**config.mk**
```make
export PLATFORM = sky130hd
export DESIGN_NAME = wb_port_arbiter
export DESIGN_NICKNAME = d
export VERILOG_FILES = /design/src/rtl/wb_pkg.sv /design/src/rtl/wb_scoreboard.sv /design/src/rtl/wb_port_arbiter.sv
export SDC_FILE = /design/constraint.sdc
export NUM_CORES = 1
export LEC_CHECK = 0
export ABC_AREA = 1
export CORE_UTILIZATION = 41
export CTS_CLUSTER_DIAMETER = 200
export DETAILED_ROUTE_END_ITERATION = 10
export GPL_ROUTABILITY_DRIVEN = 0
export HOLD_SLACK_MARGIN = 0.05
export PLACE_DENSITY_LB_ADDON = 0.15
export SYNTH_ARGS = -nofsm -noshare
export SYNTH_HDL_FRONTEND = slang
export SYNTH_SLANG_ARGS = --single-unit
```
**constraint.sdc**
```tcl
create_clock -name clk -period 1.1 [get_ports clk]
set_input_delay 0.11 -clock clk [delete_from_list [all_inputs] [get_ports clk]]
set_output_delay 0.11 -clock clk [all_outputs]
set_load 0.01 [all_outputs]
```
**src/rtl/wb_pkg.sv**
```systemverilog
// rtl/wb_pkg.sv - shared constants, requester enum and writeback record for the writeback port arbiter
package wb_pkg;

    localparam int WB_XLEN = 32;
    localparam int WB_AW   = 5;
    localparam int WB_NREG = 2 ** WB_AW;

    // Identifies which requester owns the register file write port.
    typedef enum logic [0:0] {
        REQ_ALU = 1'b0,
        REQ_LSU = 1'b1
    } req_e;

    // One registered write into the register file.
    typedef struct packed {
        logic               we;
        logic [WB_AW-1:0]   waddr;
        logic [WB_XLEN-1:0] wdata;
    } wb_rec_t;

endpackage

```
**src/rtl/wb_scoreboard.sv**
```systemverilog
// rtl/wb_scoreboard.sv - per-register pending-write busy bits with RAW/WAW hazard lookups
module wb_scoreboard
    import wb_pkg::*;
#(
    parameter int AW   = WB_AW,
    parameter int NREG = 2 ** AW
) (
    input  logic          clk,
    input  logic          reset,
    input  logic          set_valid,
    input  logic [AW-1:0] set_addr,
    input  logic          clr_valid,
    input  logic [AW-1:0] clr_addr,
    input  logic [AW-1:0] rs1,
    input  logic [AW-1:0] rs2,
    input  logic [AW-1:0] rd_chk,
    output logic          hazard_rs1,
    output logic          hazard_rs2,
    output logic          rd_busy
);

    // Register 0 is never tracked; it reads as idle through busy_vec.
    logic [NREG-1:1] busy_q;
    logic [NREG-1:1] busy_d;
    logic [NREG-1:0] busy_vec;

    assign busy_vec = {busy_q, 1'b0};

    // Clear on a committing write, then set on issue so a same-cycle set wins.
    always_comb begin
        busy_d = busy_q;
        for (int r = 1; r < NREG; r++) begin
            if (clr_valid && (clr_addr == AW'(r))) begin
                busy_d[r] = 1'b0;
            end
            if (set_valid && (set_addr == AW'(r))) begin
                busy_d[r] = 1'b1;
            end
        end
    end

    // Busy-bit storage.
    always_ff @(posedge clk) begin
        if (!reset) begin
            busy_q <= '0;
        end else begin
            busy_q <= busy_d;
        end
    end

    assign hazard_rs1 = busy_vec[rs1];
    assign hazard_rs2 = busy_vec[rs2];
    assign rd_busy    = busy_vec[rd_chk];

endmodule

```
**src/rtl/wb_port_arbiter.sv**
```systemverilog
// rtl/wb_port_arbiter.sv - ALU/LSU writeback arbiter with registered RF write stage; WB_ROUND_ROBIN_EN selects round-robin contention
module wb_port_arbiter
    import wb_pkg::*;
#(
    parameter int XLEN = WB_XLEN,
    parameter int AW   = WB_AW,
    parameter int NREG = 2 ** AW
) (
    input  logic            clk,
    input  logic            reset,
    input  logic            alu_valid,
    input  logic [AW-1:0]   alu_rd,
    input  logic [XLEN-1:0] alu_data,
    output logic            alu_ready,
    input  logic            lsu_valid,
    input  logic [AW-1:0]   lsu_rd,
    input  logic [XLEN-1:0] lsu_data,
    output logic            lsu_ready,
    input  logic            issue_valid,
    input  logic [AW-1:0]   issue_rd,
    input  logic [AW-1:0]   rs1,
    input  logic [AW-1:0]   rs2,
    output logic            hazard_rs1,
    output logic            hazard_rs2,
    output logic            issue_stall,
    output logic            rf_we,
    output logic [AW-1:0]   rf_waddr,
    output logic [XLEN-1:0] rf_wdata
);

    logic    both_valid;
    req_e    winner;
    wb_rec_t wb_q;
    wb_rec_t wb_d;

    assign both_valid = alu_valid && lsu_valid;

`ifdef WB_ROUND_ROBIN_EN
    req_e last_q;
    req_e last_d;

    // Contended grant goes to whoever did not win the previous contention.
    always_comb begin
        winner = (last_q == REQ_LSU) ? REQ_ALU : REQ_LSU;
        last_d = last_q;
        if (reset && both_valid) begin
            last_d = winner;
        end
    end

    // Pointer resets as if the ALU won last, so LSU is preferred first.
    always_ff @(posedge clk) begin
        if (!reset) begin
            last_q <= REQ_ALU;
        end else begin
            last_q <= last_d;
        end
    end
`else
    // Fixed priority: the load unit always wins a contended cycle.
    always_comb begin
        winner = REQ_LSU;
    end
`endif

    // Grant: a lone requester is taken immediately; contention uses the winner.
    always_comb begin
        alu_ready = 1'b0;
        lsu_ready = 1'b0;
        if (reset) begin
            if (both_valid) begin
                alu_ready = (winner == REQ_ALU);
                lsu_ready = (winner == REQ_LSU);
            end else begin
                alu_ready = alu_valid;
                lsu_ready = lsu_valid;
            end
        end
    end

    // Output stage next value; x0 writes are accepted but never enable the RF.
    always_comb begin
        wb_d    = wb_q;
        wb_d.we = 1'b0;
        if (lsu_ready) begin
            wb_d.we    = (lsu_rd != '0);
            wb_d.waddr = lsu_rd;
            wb_d.wdata = lsu_data;
        end else if (alu_ready) begin
            wb_d.we    = (alu_rd != '0);
            wb_d.waddr = alu_rd;
            wb_d.wdata = alu_data;
        end
    end

    // Registered register-file write port.
    always_ff @(posedge clk) begin
        if (!reset) begin
            wb_q <= '0;
        end else begin
            wb_q <= wb_d;
        end
    end

    assign rf_we    = wb_q.we;
    assign rf_waddr = wb_q.waddr;
    assign rf_wdata = wb_q.wdata;

    // Busy bits clear only when the write actually commits from the output stage.
    wb_scoreboard #(
        .AW   (AW),
        .NREG (NREG)
    ) u_scoreboard (
        .clk        (clk),
        .reset      (reset),
        .set_valid  (issue_valid),
        .set_addr   (issue_rd),
        .clr_valid  (wb_q.we),
        .clr_addr   (wb_q.waddr),
        .rs1        (rs1),
        .rs2        (rs2),
        .rd_chk     (issue_rd),
        .hazard_rs1 (hazard_rs1),
        .hazard_rs2 (hazard_rs2),
        .rd_busy    (issue_stall)
    );

endmodule

```
==> results.toml, run 1 <==
[critical_path]
reg2reg_to = "u_scoreboard.busy_q[14]"
arrival_ps = 1360
critical_path.slowest_cell = "dfxtp_2"
critical_path.cell_chain = "nand2_1, nand3_1, nand3_1, nand2_1, nand2_1, nand2_1, nand2_1, nand2_1, buf_2"
crit_path_start = "u_scoreboard.busy_q[27]"
path_class = "reg -> out"
critical_path_buf_inv_count = 1
r2r_setup_slack_ps = -30
rr_worst_depth = 5
endpoint_kind = "primary output"
cp_common_cell = "nand2_1"
critPathMaxStageDelay_ps = 380
cp_max_fo = 4
crit_path_start_kind = "flip-flop"
reg2reg_from = "rf_we"
path_depth = 9
cp_top_family = "simple AND/OR/NAND/NOR gates"
critPathCapture = "hazard_rs1"
cp.required_ps = 990

[drt]
drt-wirelength-per-cell_um = 14.43
drtPass1Iterations = 5
vias_per_cell = 5.178
first_iter_violations = 182
num_vias = 5074
drt-total-wl_um = 14140
drtAntennaViolNets = 0
route.detailed.drc = 0

[placed_design]
placedInstanceArea_um2 = 5806
dp_slack_ps = -884.4
dpl.cell_count = 958
place_hpwl_um = 10130
io_buffers = 136

[power_and_ir_drop]
p_comb_share_pct = 23.1
p_sw_share_pct = 28.04
peakVddDrop_mv = 0.6067
p_int_mw = 4.447
power.switching_mw = 1.733
power_density_nw_per_um2 = 985.4
p_leak_nw = 2.737
finalPower_mw = 6.180
clkPwrFrac_pct = 34.1
seqPwrFrac_pct = 42.9

[clock_tree]
root_buffer = "clkbuf_8"
ctsHoldBuffers = 0
cts_buffers = 9
cts.htree.levels = 3
clock_latency_ps = 350
clk_path_buf_depth = 2
cts_tree = "yes"
clock-sinks = 69
clkTransAtPathRegs_ps = 70

[grt]
grt_most_used_layer = "met2"
grt_pass1_wl_um = 21830
grt_use_met1_pct = 31.59
use_met2_pct = 46.31
gr-usage-all-layers_pct = 27.55
grt_pass1_vias = 4719
grt_max_degree = 33
antenna_found_initial = 0
grt_use_met3_pct = 7.490
overflow = 0

[die]
start_util_pct = 42.60
die_h_um = 100.5
fp-row-count = 35
core_region_area_um2 = 9328
ios = 137
die_w_um = 100.5
fp.dieArea_um2 = 10090

[sta]
rsz0062_at_grt = "true"
worstMarginPinSlew_ps = 257.7
finalHoldViolCount = 0
fmax_mhz = 682.2
slew_headroom_pct = 82.66
layout_setup_ws_ps = -365.9
layout_worst_path_cycle_share_pct = 133.3
final_max_slew_viol_count = 0
finalCriticalPeriod_ps = 1466
fin_skew_ps = 10.94
setup_total_negative_slack_ps = -1232
finalSetupViolCount = 10

[yosys]
synth-seq-cells = 69
yosysMostFrequentCell = "nand2_1"
ys_types = 21
postSynthAreaPerCell_um2 = 5.905
syn_inst = 673
synth_area_leader_cell = "dfxtp_1"
synth_warnings = 0
synthArstFlopShare_pct = 0
synth_nets = 767
synth_enable_flop_cells = 0
syn-cell-area_um2 = 3974
synth-seq-area-share_pct = 34.76
synth.area.top_cells = "dfxtp_1 (35%), nand2_1 (30%), nand3_1 (8.3%)"
ys.flop_type = "dfxtp_1"
yosys-top-cells-count = "nand2_1 (318), dfxtp_1 (69), nand3_1 (66), inv_1 (49)"
synth_top_cell_area_share_pct = 34.76

[cells_and_area]
area_growth_pct = 57.84
fill_cells = 822
regArea_um2 = 1478
multi_input_area_um2 = 2354
final_nets = 941
diodes = 0
finish.instance_area_um2 = 6272
drive_above_1_share_pct = 23.15
fin_cells = 980

[status]
violations = "setup timing"
status = "finished with violations"

[run]
drv_cap = 0

[hold_path]
hold_path_class = "in -> reg"
worst min path at each step:
stage / start / endpoint / slack (ps) / depth (start not counted)
final: issue_rd[2] / u_scoreboard.busy_q[16] / 290 / 5
after detailed placement: rf_wdata[14] / rf_wdata[14] / 470 / 2
after CTS: reset / rf_we / 280 / 3
after global routing: issue_rd[2] / u_scoreboard.busy_q[16] / 300 / 5
after floorplan: reset / rf_waddr[3] / 230 / 2
after global placement: rf_wdata[18] / rf_wdata[18] / 460 / 2
cell type report:
type / count / area share (%)
clock buffer: 11 / 2.414
timing repair inverter: 1 / 0.1197
sequential: 69 / 23.56
multi-input combinational: 516 / 37.52
tap: 129 / 2.573
timing repair buffer: 194 / 29.50
inverter: 56 / 3.551
clock inverter: 4 / 0.7580
cells in the final DEF, fill, tap and decap left out, types with 3 or more instances in the layout:
master / synthesis / routed
a31oi_1: 26 / 26
clkbuf_2: 0 / 15
nor2_4: 1 / 5
buf_6: 4 / 5
inv_4: 0 / 5
a21oi_1: 32 / 30
buf_12: 0 / 8
dfxtp_1: 69 / 32
nor2_2: 0 / 7
o21ai_2: 0 / 9
dlygate4sd2_1: 0 / 6
buf_4: 3 / 42
clkdlybuf4s50_1: 0 / 85
clkdlybuf4s15_1: 0 / 22
nand2_2: 1 / 18
o21ai_1: 0 / 20
o21ai_0: 33 / 4
nand3_2: 0 / 3
nand3_1: 66 / 63
inv_2: 6 / 15
buf_2: 17 / 6
inv_1: 49 / 36
nor2_1: 33 / 22
dfxtp_4: 0 / 20
nand2_1: 318 / 300
dfxtp_2: 0 / 17
clkbuf_8: 0 / 11
per-stage QoR:
stage / hold slack [ps] / utilization [%]
detailed placement: 465.3 / 62.24
global route: 301.9 / 67.24
global placement: 458.8 / 62.24
finish: 288.3 / 67.24
CTS: 277.9 / 64.95
floorplan: 234.5 / -
tightest hold or removal path, cell delays in order:
cell and delay (ps):
dlymetal6s2s_1 140, nor2_2 70, buf_4 140, nand3_1 80
a21oi_1 70
state kept, by name (all words and copies together), names as in the netlist:
name and flops:
rf_waddr 5, rf_wdata 32, rf_we 1, u_scoreboard.busy_q 31
power by group through the flow:
stage	sequential (mW)	clock, mW	combinational [mW]
finish	2.65	2.10	1.42
global route	2.66	2.24	1.55
CTS	2.65	2.13	1.34
detailed placement	2.73	0	1.39
global placement	2.73	0	1.37
floorplan	2.75	0	0.533
layer usage:
layer | vias to the layer above | routed length (um) | part of all wire (%)
met4 | 0 | 687 | 4.9
met3 | 50 | 1290 | 9.1
li1 | 2506 | - | -
met2 | 245 | 6797 | 48
met1 | 2273 | 5366 | 38
met5 | - | 0 | 0
timing repair:
action,4_1_cts,5_1_grt
cloned,0,4
buffers inserted,1,2
pin swaps,2,34
setup endpoints to repair,109,100
resized for setup,142,138
cell families (layout without fill, tap and decap cells):
family	count (synthesis)	in the layout	share of synthesized area, %
AND/OR/NAND/NOR	420	420	42.07
AO/OA/AOI/OAI	96	96	13.29
buffers and inverters	88	266	9.886
flip-flops	69	69	34.76
No activity file was read; power rests on OpenSTA's default activity.
==> inputs of run 2 (changes only) <==
--- a/config.mk
+++ b/config.mk
@@ -8,2 +8,3 @@
 export ABC_AREA = 1
+export CORE_MARGIN = 4
 export CORE_UTILIZATION = 41
==> constraint.sdc (replaced) <==
create_clock -name clk -period 1.1 [get_ports clk]
set_input_delay 0.165 -clock clk [delete_from_list [all_inputs] [get_ports clk]]
set_output_delay 0.165 -clock clk [all_outputs]
set_load 0.01 [all_outputs]
==> results.toml, run 2 (synthesis gave the netlist of run 1 again) <==
[critical_path]
path_class = "in -> out"
crit_path_start_kind = "input pin"
reg2reg_from = "rf_we"
critical_path.cell_chain = "clkdlybuf4s50_1, inv_1, nand3_1, nand2_1, nand2_1, nand2_1, nand2_1, nand2_2, buf_6"
cp.required_ps = 940
cp_top_family = "buffers and inverters"
crit_path_start = "rs2[2]"
critPathCapture = "hazard_rs2"
path_depth = 9
r2r_setup_slack_ps = -60
reg2reg_to = "u_scoreboard.busy_q[1]"
cp_max_fo = 5
rr_worst_depth = 5
arrival_ps = 1360
critical_path.slowest_cell = "clkdlybuf4s50_1"
critical_path_buf_inv_count = 3
endpoint_kind = "primary output"
critPathMaxStageDelay_ps = 580
cp_common_cell = "nand2_1"

[die]
die_h_um = 106.5
core_region_area_um2 = 9328
die_w_um = 106.5
ios = 137
fp.dieArea_um2 = 11330
fp-row-count = 35
start_util_pct = 42.60

[cells_and_area]
area_growth_pct = 58.34
final_util_pct = 67.46
largest_reg_flops = 32
layout_common_cells = "nand2_1 (290), clkdlybuf4s50_1 (80), nand3_1 (55)"
diodes = 0
drive_above_1_share_pct = 29.21
fin_cells = 978
final_common_cell = "nand2_1"
finish.instance_area_um2 = 6292
final_nets = 940

[drt]
drt-wirelength-per-cell_um = 14.95
drtPass1Iterations = 5
route.detailed.drc = 0
drt-total-wl_um = 14620
vias_per_cell = 5.142
first_iter_violations = 315
num_vias = 5029
drtAntennaViolNets = 0

[sta]
finalHoldViolCount = 0
layout_setup_ws_ps = -430.0
final_max_slew_viol_count = 0
fin_skew_ps = 12.93
layout_worst_path_cycle_share_pct = 139.1
rsz0062_at_grt = "true"
slew_headroom_pct = 80.61
finalCriticalPeriod_ps = 1530
fmax_mhz = 653.6
worstMarginPinSlew_ps = 288.2
finalSetupViolCount = 11

[power_and_ir_drop]
power_density_nw_per_um2 = 943.7
finalPower_mw = 5.938
p_leak_nw = 2.773
peakVddDrop_mv = 0.7357

[grt]
overflow = 0
antenna_found_initial = 0
grt_pass1_wl_um = 22980
gr-usage-all-layers_pct = 25.19
grt_pass1_vias = 4825
grt_max_degree = 32

[clock_tree]
cts.htree.levels = 3
clock-sinks = 69
cts_buffers = 9
root_buffer = "clkbuf_8"
clock_latency_ps = 340
cts_tree = "yes"
clkTransAtPathRegs_ps = 70
clk_path_buf_depth = 2

[placed_design]
place_hpwl_um = 10520
dpl.cell_count = 955
io_buffers = 136
dp_slack_ps = -1012
placedInstanceArea_um2 = 5806

[hold_path]
hold_path_class = "in -> reg"

[run]
drv_cap = 0

[status]
violations = "setup timing"
status = "finished with violations"
==> run 2: worst min-delay path by stage <==
stage                     slack, ps    startpoint  depth (start not counted)           end
after floorplan                 290         reset                          2   rf_waddr[3]
after global placement          460  rf_wdata[17]                          2  rf_wdata[17]
after detailed placement        460  rf_wdata[16]                          2  rf_wdata[16]
after CTS                       320         reset                          3         rf_we
after global routing            190         reset                          3         rf_we
final                           170         reset                          3         rf_we
==> run 2: layout make-up <==
type | count | area, um^2
Timing Repair inverter | 1 | 7.507
Clock inverter | 2 | 10.01
Fill cell | 822 | 3035
Timing Repair Buffer | 193 | 1823
Sequential cell | 69 | 1505
Clock buffer | 12 | 155.1
Inverter | 56 | 225.2
Tap cell | 129 | 161.4
Multi-Input combinational cell | 516 | 2405
==> run 2: where the power goes <==
| group | switching (mW) | leakage [nW] | internal [mW] |
|---|---|---|---|
| Combinational | 0.716 | 2.09 | 0.759 |
| Clock | 0.911 | 0.0881 | 0.910 |
| Sequential | 0.0818 | 0.593 | 2.56 |
| Total | 1.71 | 2.77 | 4.23 |
==> run 2: tightest hold or removal path, stage by stage <==
cell and delay (ps):
clkbuf_2 130, nand2_2 80, o211ai_1 90
==> run 2: through the flow <==
step	TNS [ps]	hold slack, ps
final	-1484	170.6
after global routing	-2581	190.1
after CTS	-1231	317.2
after detailed placement	-36810	461.8
after global placement	-34430	456.2
after floorplan	0	289.5
==> run 2: timing repair <==
item                                    in CTS  in global routing
setup buffers                                2                  3
gates cloned                                 2                  2
endpoints found under the setup margin     107                 86
hold endpoints to repair                     0                  0
pin swaps                                    7                 42
hold buffers                                 0                  0
resized for setup                          240                131
==> run 2: layer usage <==
layer  wire (um)  track usage, %  share of wire, %  vias to the layer above
met1        5286           28.80                36                     2267
met2        7123           42.17                49                      225
li1            -               -                 -                     2499
met5           0               0                 0                        -
met3        1597           8.682                11                       38
met4         610           11.78               4.2                        0
